<file path="config.mk">
export PLATFORM = sky130hd
export DESIGN_NAME = mips_cpu_writeback_ctrl_flat
export DESIGN_NICKNAME = d
export VERILOG_FILES = /design/src/rtl/mips_cpu_pkg.sv /design/src/rtl/mips_cpu_writeback_ctrl_if.sv /design/src/rtl/mips_cpu_load_align.sv /design/src/rtl/mips_cpu_writeback_ctrl.sv /design/src/flat_wrapper.sv
export SDC_FILE = /design/constraint.sdc
export NUM_CORES = 1
export LEC_CHECK = 0
export ABC_AREA = 1
export BUFFER_PORTS_ARGS = -buffer_cell sky130_fd_sc_hd__clkbuf_2
export CORE_MARGIN = 10
export CORE_UTILIZATION = 49
export DETAILED_ROUTE_END_ITERATION = 8
export PLACE_DENSITY = 0.77
export SYNTH_ARGS = -nofsm -noshare
export SYNTH_HDL_FRONTEND = slang
export SYNTH_SLANG_ARGS = --single-unit
</file>
<file path="constraint.sdc">
create_clock -name clk -period 1.5 [get_ports clk]
set_clock_uncertainty 0.1 [all_clocks]
set_input_delay 0.225 -clock clk [delete_from_list [all_inputs] [get_ports clk]]
set_output_delay 0.225 -clock clk [all_outputs]
set_load 0.02 [all_outputs]
</file>
<file path="src/rtl/mips_cpu_pkg.sv">
// Shared types for the CPU writeback path: load-type and writeback-state encodings.
// Pure declarations, no logic or latency.
// No flow control here; consumers apply their own handshakes.
package mips_cpu_pkg;

  localparam int ADDR_W_DEF = 5;
  localparam int DATA_W_DEF = 32;

  // Register $0 is hardwired to zero: writes to it are suppressed.
  localparam logic [4:0] REG_ZERO = 5'd0;

  typedef enum logic [2:0] {
    LT_LW  = 3'd0,
    LT_LB  = 3'd1,
    LT_LBU = 3'd2,
    LT_LH  = 3'd3,
    LT_LHU = 3'd4,
    LT_LWL = 3'd5,
    LT_LWR = 3'd6
  } load_type_t;

  typedef enum logic [1:0] {
    ST_IDLE     = 2'd0,
    ST_WAIT_MEM = 2'd1,
    ST_WRITE    = 2'd2
  } wb_state_t;

endpackage

</file>
<file path="src/rtl/mips_cpu_writeback_ctrl_if.sv">
// Bundles the request, memory-return, register-file and hazard signals of the writeback controller.
// No latency of its own.
// req_valid/req_ready handshake for requests; mem_readvalid is a one-cycle strobe with no backpressure.
interface mips_cpu_writeback_ctrl_if #(
  parameter int ADDR_W = 5,
  parameter int DATA_W = 32
);
  logic              req_valid;
  logic              req_ready;
  logic              req_is_load;
  logic [ADDR_W-1:0] req_dest;
  logic [DATA_W-1:0] req_alu_data;
  logic [2:0]        req_load_type;
  logic [1:0]        req_byte_off;
  logic [DATA_W-1:0] mem_readdata;
  logic              mem_readvalid;
  logic [ADDR_W-1:0] rf_read_addr;
  logic [DATA_W-1:0] rf_read_data;
  logic [ADDR_W-1:0] regfile_write_addr;
  logic              regfile_write_enable;
  logic [DATA_W-1:0] regfile_write_data;
  logic              pending_valid;
  logic [ADDR_W-1:0] pending_dest;

  // Controller side.
  modport master (
    input  req_valid, req_is_load, req_dest, req_alu_data, req_load_type, req_byte_off,
    input  mem_readdata, mem_readvalid, rf_read_data,
    output req_ready, rf_read_addr,
    output regfile_write_addr, regfile_write_enable, regfile_write_data,
    output pending_valid, pending_dest
  );

  // Execute stage / memory / register file side.
  modport slave (
    output req_valid, req_is_load, req_dest, req_alu_data, req_load_type, req_byte_off,
    output mem_readdata, mem_readvalid, rf_read_data,
    input  req_ready, rf_read_addr,
    input  regfile_write_addr, regfile_write_enable, regfile_write_data,
    input  pending_valid, pending_dest
  );
endinterface

</file>
<file path="src/rtl/mips_cpu_load_align.sv">
// Byte-lane select, sign/zero extension and LWL/LWR merge of load data.
// Purely combinational, zero cycles.
// No flow control.
module mips_cpu_load_align
  import mips_cpu_pkg::*;
(
  input  logic [2:0]  load_type_i,
  input  logic [1:0]  byte_off_i,
  input  logic [31:0] mem_data_i,
  input  logic [31:0] old_data_i,
  output logic [31:0] data_o
);

  logic [7:0]  byte_sel;
  logic [15:0] half_sel;

  // Pick the addressed byte and halfword (little-endian lanes).
  always_comb begin
    byte_sel = mem_data_i[7:0];
    case (byte_off_i)
      2'd0: byte_sel = mem_data_i[7:0];
      2'd1: byte_sel = mem_data_i[15:8];
      2'd2: byte_sel = mem_data_i[23:16];
      2'd3: byte_sel = mem_data_i[31:24];
      default: byte_sel = mem_data_i[7:0];
    endcase
    half_sel = byte_off_i[1] ? mem_data_i[31:16] : mem_data_i[15:0];
  end

  // Extend or merge per load type; the unused encoding 7 behaves as LW.
  always_comb begin
    data_o = mem_data_i;
    case (load_type_i)
      LT_LB:  data_o = {{24{byte_sel[7]}}, byte_sel};
      LT_LBU: data_o = {24'd0, byte_sel};
      LT_LH:  data_o = {{16{half_sel[15]}}, half_sel};
      LT_LHU: data_o = {16'd0, half_sel};
      LT_LWL: begin
        case (byte_off_i)
          2'd0: data_o = {mem_data_i[7:0],  old_data_i[23:0]};
          2'd1: data_o = {mem_data_i[15:0], old_data_i[15:0]};
          2'd2: data_o = {mem_data_i[23:0], old_data_i[7:0]};
          default: data_o = mem_data_i;
        endcase
      end
      LT_LWR: begin
        case (byte_off_i)
          2'd1: data_o = {old_data_i[31:24], mem_data_i[31:8]};
          2'd2: data_o = {old_data_i[31:16], mem_data_i[31:16]};
          2'd3: data_o = {old_data_i[31:8],  mem_data_i[31:24]};
          default: data_o = mem_data_i;
        endcase
      end
      default: data_o = mem_data_i;
    endcase
  end

endmodule

</file>
<file path="src/rtl/mips_cpu_writeback_ctrl.sv">
// Writeback controller: accepts ALU/load requests and issues one register-file write per request.
// ALU: strobe one cycle after accept; load: strobe one cycle after mem_readvalid.
// req_ready low while waiting on memory; clk_enable low freezes everything and masks the strobe.
module mips_cpu_writeback_ctrl
  import mips_cpu_pkg::*;
#(
  parameter int ADDR_W = 5,
  parameter int DATA_W = 32
) (
  input  logic                       clk,
  input  logic                       reset,
  input  logic                       clk_enable,
  mips_cpu_writeback_ctrl_if.master  bus
);

  wb_state_t         state_q,   state_d;
  logic [ADDR_W-1:0] dest_q,    dest_d;
  logic              is_load_q, is_load_d;
  logic [2:0]        type_q,    type_d;
  logic [1:0]        off_q,     off_d;
  logic [DATA_W-1:0] alu_q,     alu_d;
  logic [DATA_W-1:0] mem_q,     mem_d;
  logic [DATA_W-1:0] old_q,     old_d;

  logic              ready_w;
  logic              accept_w;
  logic [31:0]       load_data_w;
  logic [DATA_W-1:0] wb_data_w;

  assign ready_w   = !reset && (state_q != ST_WAIT_MEM);
  assign accept_w  = clk_enable && bus.req_valid && ready_w;

  mips_cpu_load_align u_align (
    .load_type_i (type_q),
    .byte_off_i  (off_q),
    .mem_data_i  (mem_q),
    .old_data_i  (old_q),
    .data_o      (load_data_w)
  );

  assign wb_data_w = is_load_q ? load_data_w : alu_q;

  // State and captured request; reset wins over the stall.
  always_ff @(posedge clk) begin
    if (reset) begin
      state_q   <= ST_IDLE;
      dest_q    <= '0;
      is_load_q <= 1'b0;
      type_q    <= 3'd0;
      off_q     <= 2'd0;
      alu_q     <= '0;
      mem_q     <= '0;
      old_q     <= '0;
    end else if (clk_enable) begin
      state_q   <= state_d;
      dest_q    <= dest_d;
      is_load_q <= is_load_d;
      type_q    <= type_d;
      off_q     <= off_d;
      alu_q     <= alu_d;
      mem_q     <= mem_d;
      old_q     <= old_d;
    end
  end

  // Next state: capture on accept (IDLE or back-to-back from WRITE), capture memory data on readvalid.
  always_comb begin
    state_d   = state_q;
    dest_d    = dest_q;
    is_load_d = is_load_q;
    type_d    = type_q;
    off_d     = off_q;
    alu_d     = alu_q;
    mem_d     = mem_q;
    old_d     = old_q;
    case (state_q)
      ST_WAIT_MEM: begin
        if (bus.mem_readvalid) begin
          mem_d   = bus.mem_readdata;
          old_d   = bus.rf_read_data;
          state_d = ST_WRITE;
        end
      end
      ST_IDLE, ST_WRITE: begin
        if (accept_w) begin
          dest_d    = bus.req_dest;
          is_load_d = bus.req_is_load;
          type_d    = bus.req_load_type;
          off_d     = bus.req_byte_off;
          alu_d     = bus.req_alu_data;
          state_d   = bus.req_is_load ? ST_WAIT_MEM : ST_WRITE;
        end else begin
          state_d = ST_IDLE;
        end
      end
      default: state_d = ST_IDLE;
    endcase
  end

  // Outputs: zero under reset; the in-flight destination takes precedence on the pending bus.
  always_comb begin
    bus.req_ready            = 1'b0;
    bus.rf_read_addr         = '0;
    bus.regfile_write_addr   = '0;
    bus.regfile_write_enable = 1'b0;
    bus.regfile_write_data   = '0;
    bus.pending_valid        = 1'b0;
    bus.pending_dest         = '0;
    if (!reset) begin
      bus.req_ready = ready_w;
      if (state_q == ST_WAIT_MEM) begin
        bus.rf_read_addr = dest_q;
      end
      if (state_q == ST_WRITE && dest_q != REG_ZERO) begin
        bus.regfile_write_enable = clk_enable;
        bus.regfile_write_addr   = dest_q;
        bus.regfile_write_data   = wb_data_w;
      end
      if (state_q != ST_IDLE && dest_q != REG_ZERO) begin
        bus.pending_valid = 1'b1;
        bus.pending_dest  = dest_q;
      end else if (accept_w && bus.req_dest != REG_ZERO) begin
        bus.pending_valid = 1'b1;
        bus.pending_dest  = bus.req_dest;
      end
    end
  end

endmodule

</file>
<file path="src/flat_wrapper.sv">
// flat-port wrapper written by rule: the top's interface ports become plain ports
module mips_cpu_writeback_ctrl_flat import mips_cpu_pkg::*;
#(
  parameter int ADDR_W = 5,
  parameter int DATA_W = 32
)
  (clk, reset, clk_enable, bus_req_valid, bus_req_is_load, bus_req_dest, bus_req_alu_data, bus_req_load_type, bus_req_byte_off, bus_mem_readdata, bus_mem_readvalid, bus_rf_read_data, bus_req_ready, bus_rf_read_addr, bus_regfile_write_addr, bus_regfile_write_enable, bus_regfile_write_data, bus_pending_valid, bus_pending_dest);
  mips_cpu_writeback_ctrl_if #(.ADDR_W(ADDR_W), .DATA_W(DATA_W)) bus_i ();
  input  logic clk;
  input  logic reset;
  input  logic clk_enable;
  input wire logic [$bits(bus_i.req_valid)-1:0] bus_req_valid;
  input wire logic [$bits(bus_i.req_is_load)-1:0] bus_req_is_load;
  input wire logic [$bits(bus_i.req_dest)-1:0] bus_req_dest;
  input wire logic [$bits(bus_i.req_alu_data)-1:0] bus_req_alu_data;
  input wire logic [$bits(bus_i.req_load_type)-1:0] bus_req_load_type;
  input wire logic [$bits(bus_i.req_byte_off)-1:0] bus_req_byte_off;
  input wire logic [$bits(bus_i.mem_readdata)-1:0] bus_mem_readdata;
  input wire logic [$bits(bus_i.mem_readvalid)-1:0] bus_mem_readvalid;
  input wire logic [$bits(bus_i.rf_read_data)-1:0] bus_rf_read_data;
  output wire logic [$bits(bus_i.req_ready)-1:0] bus_req_ready;
  output wire logic [$bits(bus_i.rf_read_addr)-1:0] bus_rf_read_addr;
  output wire logic [$bits(bus_i.regfile_write_addr)-1:0] bus_regfile_write_addr;
  output wire logic [$bits(bus_i.regfile_write_enable)-1:0] bus_regfile_write_enable;
  output wire logic [$bits(bus_i.regfile_write_data)-1:0] bus_regfile_write_data;
  output wire logic [$bits(bus_i.pending_valid)-1:0] bus_pending_valid;
  output wire logic [$bits(bus_i.pending_dest)-1:0] bus_pending_dest;
  assign bus_i.req_valid = bus_req_valid;
  assign bus_i.req_is_load = bus_req_is_load;
  assign bus_i.req_dest = bus_req_dest;
  assign bus_i.req_alu_data = bus_req_alu_data;
  assign bus_i.req_load_type = bus_req_load_type;
  assign bus_i.req_byte_off = bus_req_byte_off;
  assign bus_i.mem_readdata = bus_mem_readdata;
  assign bus_i.mem_readvalid = bus_mem_readvalid;
  assign bus_i.rf_read_data = bus_rf_read_data;
  assign bus_req_ready = bus_i.req_ready;
  assign bus_rf_read_addr = bus_i.rf_read_addr;
  assign bus_regfile_write_addr = bus_i.regfile_write_addr;
  assign bus_regfile_write_enable = bus_i.regfile_write_enable;
  assign bus_regfile_write_data = bus_i.regfile_write_data;
  assign bus_pending_valid = bus_i.pending_valid;
  assign bus_pending_dest = bus_i.pending_dest;
  mips_cpu_writeback_ctrl #(.ADDR_W(ADDR_W), .DATA_W(DATA_W)) u_core (.clk(clk), .reset(reset), .clk_enable(clk_enable), .bus(bus_i));
endmodule
</file>
==> impl_metrics.env, run 1 <==
export IMPL_portBuffers=161
export IMPL_stop_stage="5_1_grt"
export IMPL_gp_congestion=1.07
export IMPL_error_line="[ERROR DPL-0038] Utilization greater than 100%, impossible to legalize"
export IMPL_yosys_area_top_type="dfxtp_1"
export IMPL_dp_hpwl_mm=23.2
export IMPL_dpl_cell_count=1602
export IMPL_worst_endpoint="bus_regfile_write_data[22]"
export IMPL_initial_core_util=0.505
export IMPL_cts_inserted_buffers=9
export IMPL_dpl_worst_slack_ps=-619
export IMPL_synth_top_cell_area_share=0.322
export IMPL_synth_warnings=0
export IMPL_ys_ff_latch=109
export IMPL_synthTopCellsByArea="dfxtp_1, nand2_1, o21ai_0"
export IMPL_endpoint_type="output port"
export IMPL_outcome="stopped before the end"
export IMPL_synth_cell_area_sq_um=6770
export IMPL_avgSynthCellArea_sq_um=5.88
export IMPL_seq_area_frac_synth=0.322
export IMPL_synthDistinctLibCells=30
export IMPL_syn_num_nets=1263
export IMPL_synthCells=1151
export IMPL_cts_htree_levels=3
export IMPL_cts_root_buf="clkbuf_16"
export IMPL_clock_sinks=109
export IMPL_grt_max_degree=58
export IMPL_chipWidth_microns=138
export IMPL_num_rows=42
export IMPL_io_pins=162
export IMPL_ctsLongestPathBuffers=2
export IMPL_dieHeight_microns=138
-- synthesized netlist by cell type --
master      n
buf_1       2
inv_2       7
nor2_4      1
o21bai_1    1
or2_2       4
clkinv_1    1
o21ai_4     1
a31oi_1     1
nand3_1    72
inv_4       1
nand3_2     1
o21ai_1     3
o211ai_1    2
nor2_1    147
a21oi_1   145
clkbuf_1   32
inv_1      71
buf_6       7
nand4_1     7
nand2_1   334
nand3b_1    1
clkbuf_2    1
nor3_1      7
dfxtp_1   109
buf_4       4
nand2_2     2
o21ai_0   152
nor3_4      1
a211oi_1    1
buf_2      33
-- through the flow --
step	util	area, sq um	hold slack (ps)
after floorplan	-	7480	218
after global placement	0.723	9690	322
after detailed placement	0.723	9690	329
after CTS	0.908	12200	2.00
-- logic make-up after synthesis --
logic type / Yosys count / share of synthesized area
AOI/OAI and AO/OA: 306 / 0.229
buffers and inverters: 159 / 0.105
DFF: 109 / 0.322
and+or+nand+nor: 577 / 0.344
-- what timing repair did --
action                                  CTS
cloned                                   13
pin swaps                                78
endpoints found under the setup margin  115
hold endpoints to repair                 42
setup buffers                            15
hold buffers                             42
resized for setup                       403
==> run 2: changes to the inputs <==
Settings changed: CORE_UTILIZATION 49 to 39, PLACE_DENSITY 0.77 to unset, PLACE_DENSITY_LB_ADDON set to 0.15.
Clock period 1.5 ns to 2 ns, I/O delays scaled along.
==> run 2 against run 1 <==
The flow now finishes, with violations (negative setup slack). Synthesized cell count stayed put. Synthesized area unchanged.
==> impl_metrics.env, run 2 <==
export IMPL_syn_to_final_growth_pct=44.1
export IMPL_path_clk_slew_ps=80
export IMPL_synth_most_common_cell="nand2_1"
export IMPL_finalWirelength_mm=28.9
export IMPL_gp_congestion=1.04
export IMPL_vias_per_cell=5.35
export IMPL_synthCells=1151
export IMPL_antenna_found_initial=0
export IMPL_synth_warnings=0
export IMPL_tightest_slew_ps=395
export IMPL_finalWorstSetupSlack_ps=-452
export IMPL_power_density_nw_per_um2=544
export IMPL_crit_type="register to output port"
export IMPL_ctsHoldBuffers=0
export IMPL_rsz0062_at_grt="true"
export IMPL_layout_nets=1464
export IMPL_cts_htree_levels=3
export IMPL_clk_insertion_delay_late_ps=370
export IMPL_timing_fmax_ghz=0.408
export IMPL_syn_num_nets=1263
export IMPL_grt_pass1_vias=7951
export IMPL_finalHoldViolCount=0
export IMPL_crit_chain="buf_6 > nor2_4 > buf_12 > buf_6 > nand2_4 > o21ai_2 > nor2_1 > nor2_1 > nand3_1 > nand2_2 > a21oi_2 > buf_6"
export IMPL_instances_no_fill=1582
export IMPL_synthDistinctLibCells=30
export IMPL_path_common_cell="buf_6"
export IMPL_violations="negative setup slack"
export IMPL_synth_edf_count=0
export IMPL_setup_violations=38
export IMPL_cellLeakagePower_nw=4.07
export IMPL_critPathSlowestCell="dfxtp_4"
export IMPL_synth_top_cell_area_share=0.322
export IMPL_p_total_mw=5.31
export IMPL_outcome="finished with violations"
export IMPL_synth_main_ff_cell="dfxtp_1"
export IMPL_grtUsageTotal=0.241
export IMPL_dpl_cell_count=1549
export IMPL_chipWidth_microns=152
export IMPL_drive_gt1_frac=0.332
export IMPL_grt_util_met1=0.312
export IMPL_portBuffers=161
export IMPL_min_period_ps=2450
export IMPL_critPathBufInv=4
export IMPL_nFillCells=1776
export IMPL_drv_slew=0
export IMPL_ys_top_cells_by_count="nand2_1, o21ai_0, nor2_1"
export IMPL_final_common_cell="nand2_1"
export IMPL_ctsLongestPathBuffers=2
export IMPL_avgSynthCellArea_sq_um=5.88
export IMPL_ys_ff_latch=109
export IMPL_gr_total_overflow=0
export IMPL_dp_hpwl_mm=21.3
export IMPL_cp_data_arrival_time_ps=2050
export IMPL_vias=8462
export IMPL_io_pins=162
export IMPL_cts_root_buf="clkbuf_16"
export IMPL_die_area_sq_um=23000
export IMPL_num_rows=48
export IMPL_max_slew_margin=0.734
export IMPL_diodes=0
export IMPL_critPathCaptureType="output port"
export IMPL_drt_iter0_drc=716
export IMPL_seq_area_frac_synth=0.322
export IMPL_whs_ps=29.4
export IMPL_core_area_sq_um=17200
export IMPL_grt_pass1_wl_mm=43.6
export IMPL_finalCritPeriodShare=1.23
export IMPL_synth_cell_area_sq_um=6770
export IMPL_final_cell_mix="nand2_1, o21ai_0, nor2_1, clkbuf_2, a21oi_1"
export IMPL_cp_max_fo=7
export IMPL_initial_core_util=0.394
export IMPL_grt_max_degree=77
export IMPL_grt_met3_usage=0.0490
export IMPL_yosys_area_top_type="dfxtp_1"
export IMPL_cp_required_ps=1600
export IMPL_use_met2=0.388
export IMPL_critPathTopFamily="simple AND/OR/NAND/NOR gates"
export IMPL_dieHeight_microns=152
export IMPL_grt_busiest_layer="met2"
export IMPL_drc=0
export IMPL_ant_nets=0
export IMPL_async_flop_share=0
export IMPL_utilization=0.568
export IMPL_worstSetupStartpointType="register"
export IMPL_clock_sinks=109
export IMPL_min_path_type="input pin to register"
export IMPL_cp_slowest_stage_delay_ps=390
export IMPL_tritoncts="built"
export IMPL_top_regs="u_core.alu_q: 32 flops, u_core.mem_q: 32 flops, u_core.old_q: 32 flops"
export IMPL_first_pass_iters=6
export IMPL_ir_drop_mv=0.495
export IMPL_wire_per_inst_microns=18.3
export IMPL_cts_inserted_buffers=9
export IMPL_synthTopCellsByArea="dfxtp_1, nand2_1, o21ai_0"
export IMPL_drv_cap=0
==> run 2: final cells by class <==
type	instances	area, sq um	share of cell area
flip-flops and latches	109	2210	0.227
well taps	225	282	0.0288
clock buffers	11	243	0.0249
repair buffers	269	2210	0.226
multi-input cells	883	4430	0.454
clock inverters	5	65.1	0.00666
inverters	80	320	0.0328
==> run 2: tightest hold or removal path, stage by stage <==
cell,delay [ps]
clkbuf_2,70
nand2_1,40
o21ai_0,50
==> run 2: through the flow <==
stage               TNS (ps)  worst slack [ps]  cell area [sq um]
finish                -12590              -452               9760
global route          -16120              -536               9760
CTS                   -10660              -397               9150
detailed placement     -2990              -165               8320
global placement       -3230              -172               8320
floorplan                  0               109               6770
==> run 2: path summary, 6_finish.rpt <==
path,cells after the start,from,slack [ps],endpoint
worst max-delay path,12,u_core.off_q[1],-450,bus_regfile_write_data[21]
worst min-delay path,3,bus_req_alu_data[3],30,u_core.alu_q[3]
worst max register to register,8,u_core.state_q[0],250,u_core.mem_q[3]
worst min register to register,2,u_core.old_q[24],360,u_core.old_q[24]
==> run 2: cell families after synthesis <==
family / Yosys count / synth area share
AND/OR/NAND/NOR: 577 / 0.344
AO/OA/AOI/OAI: 306 / 0.229
buffers and inverters: 159 / 0.105
flip-flops: 109 / 0.322
==> run 2: where the power goes <==
group | internal (mW) | switching (mW) | total [mW]
combinational | 0.484 | 0.659 | 1.14
clock | 1.02 | 0.867 | 1.89
sequential | 2.23 | 0.0549 | 2.28
==> run 2: timing repair <==
item | 4_1_cts | 5_1_grt
cloned | 3 | 2
pin swaps | 10 | 70
buffers inserted | 4 | 9
gates resized for setup | 125 | 201
setup endpoints to repair | 44 | 44
endpoints found under the hold margin | 0 | 0
==> run 2: layer usage <==
metal	part of all wire	routed length, microns
met5	0	0
met4	0.037	1080
met3	0.079	2280
met2	0.47	13500
met1	0.42	12000
Power figures use the tool's default switching activity.
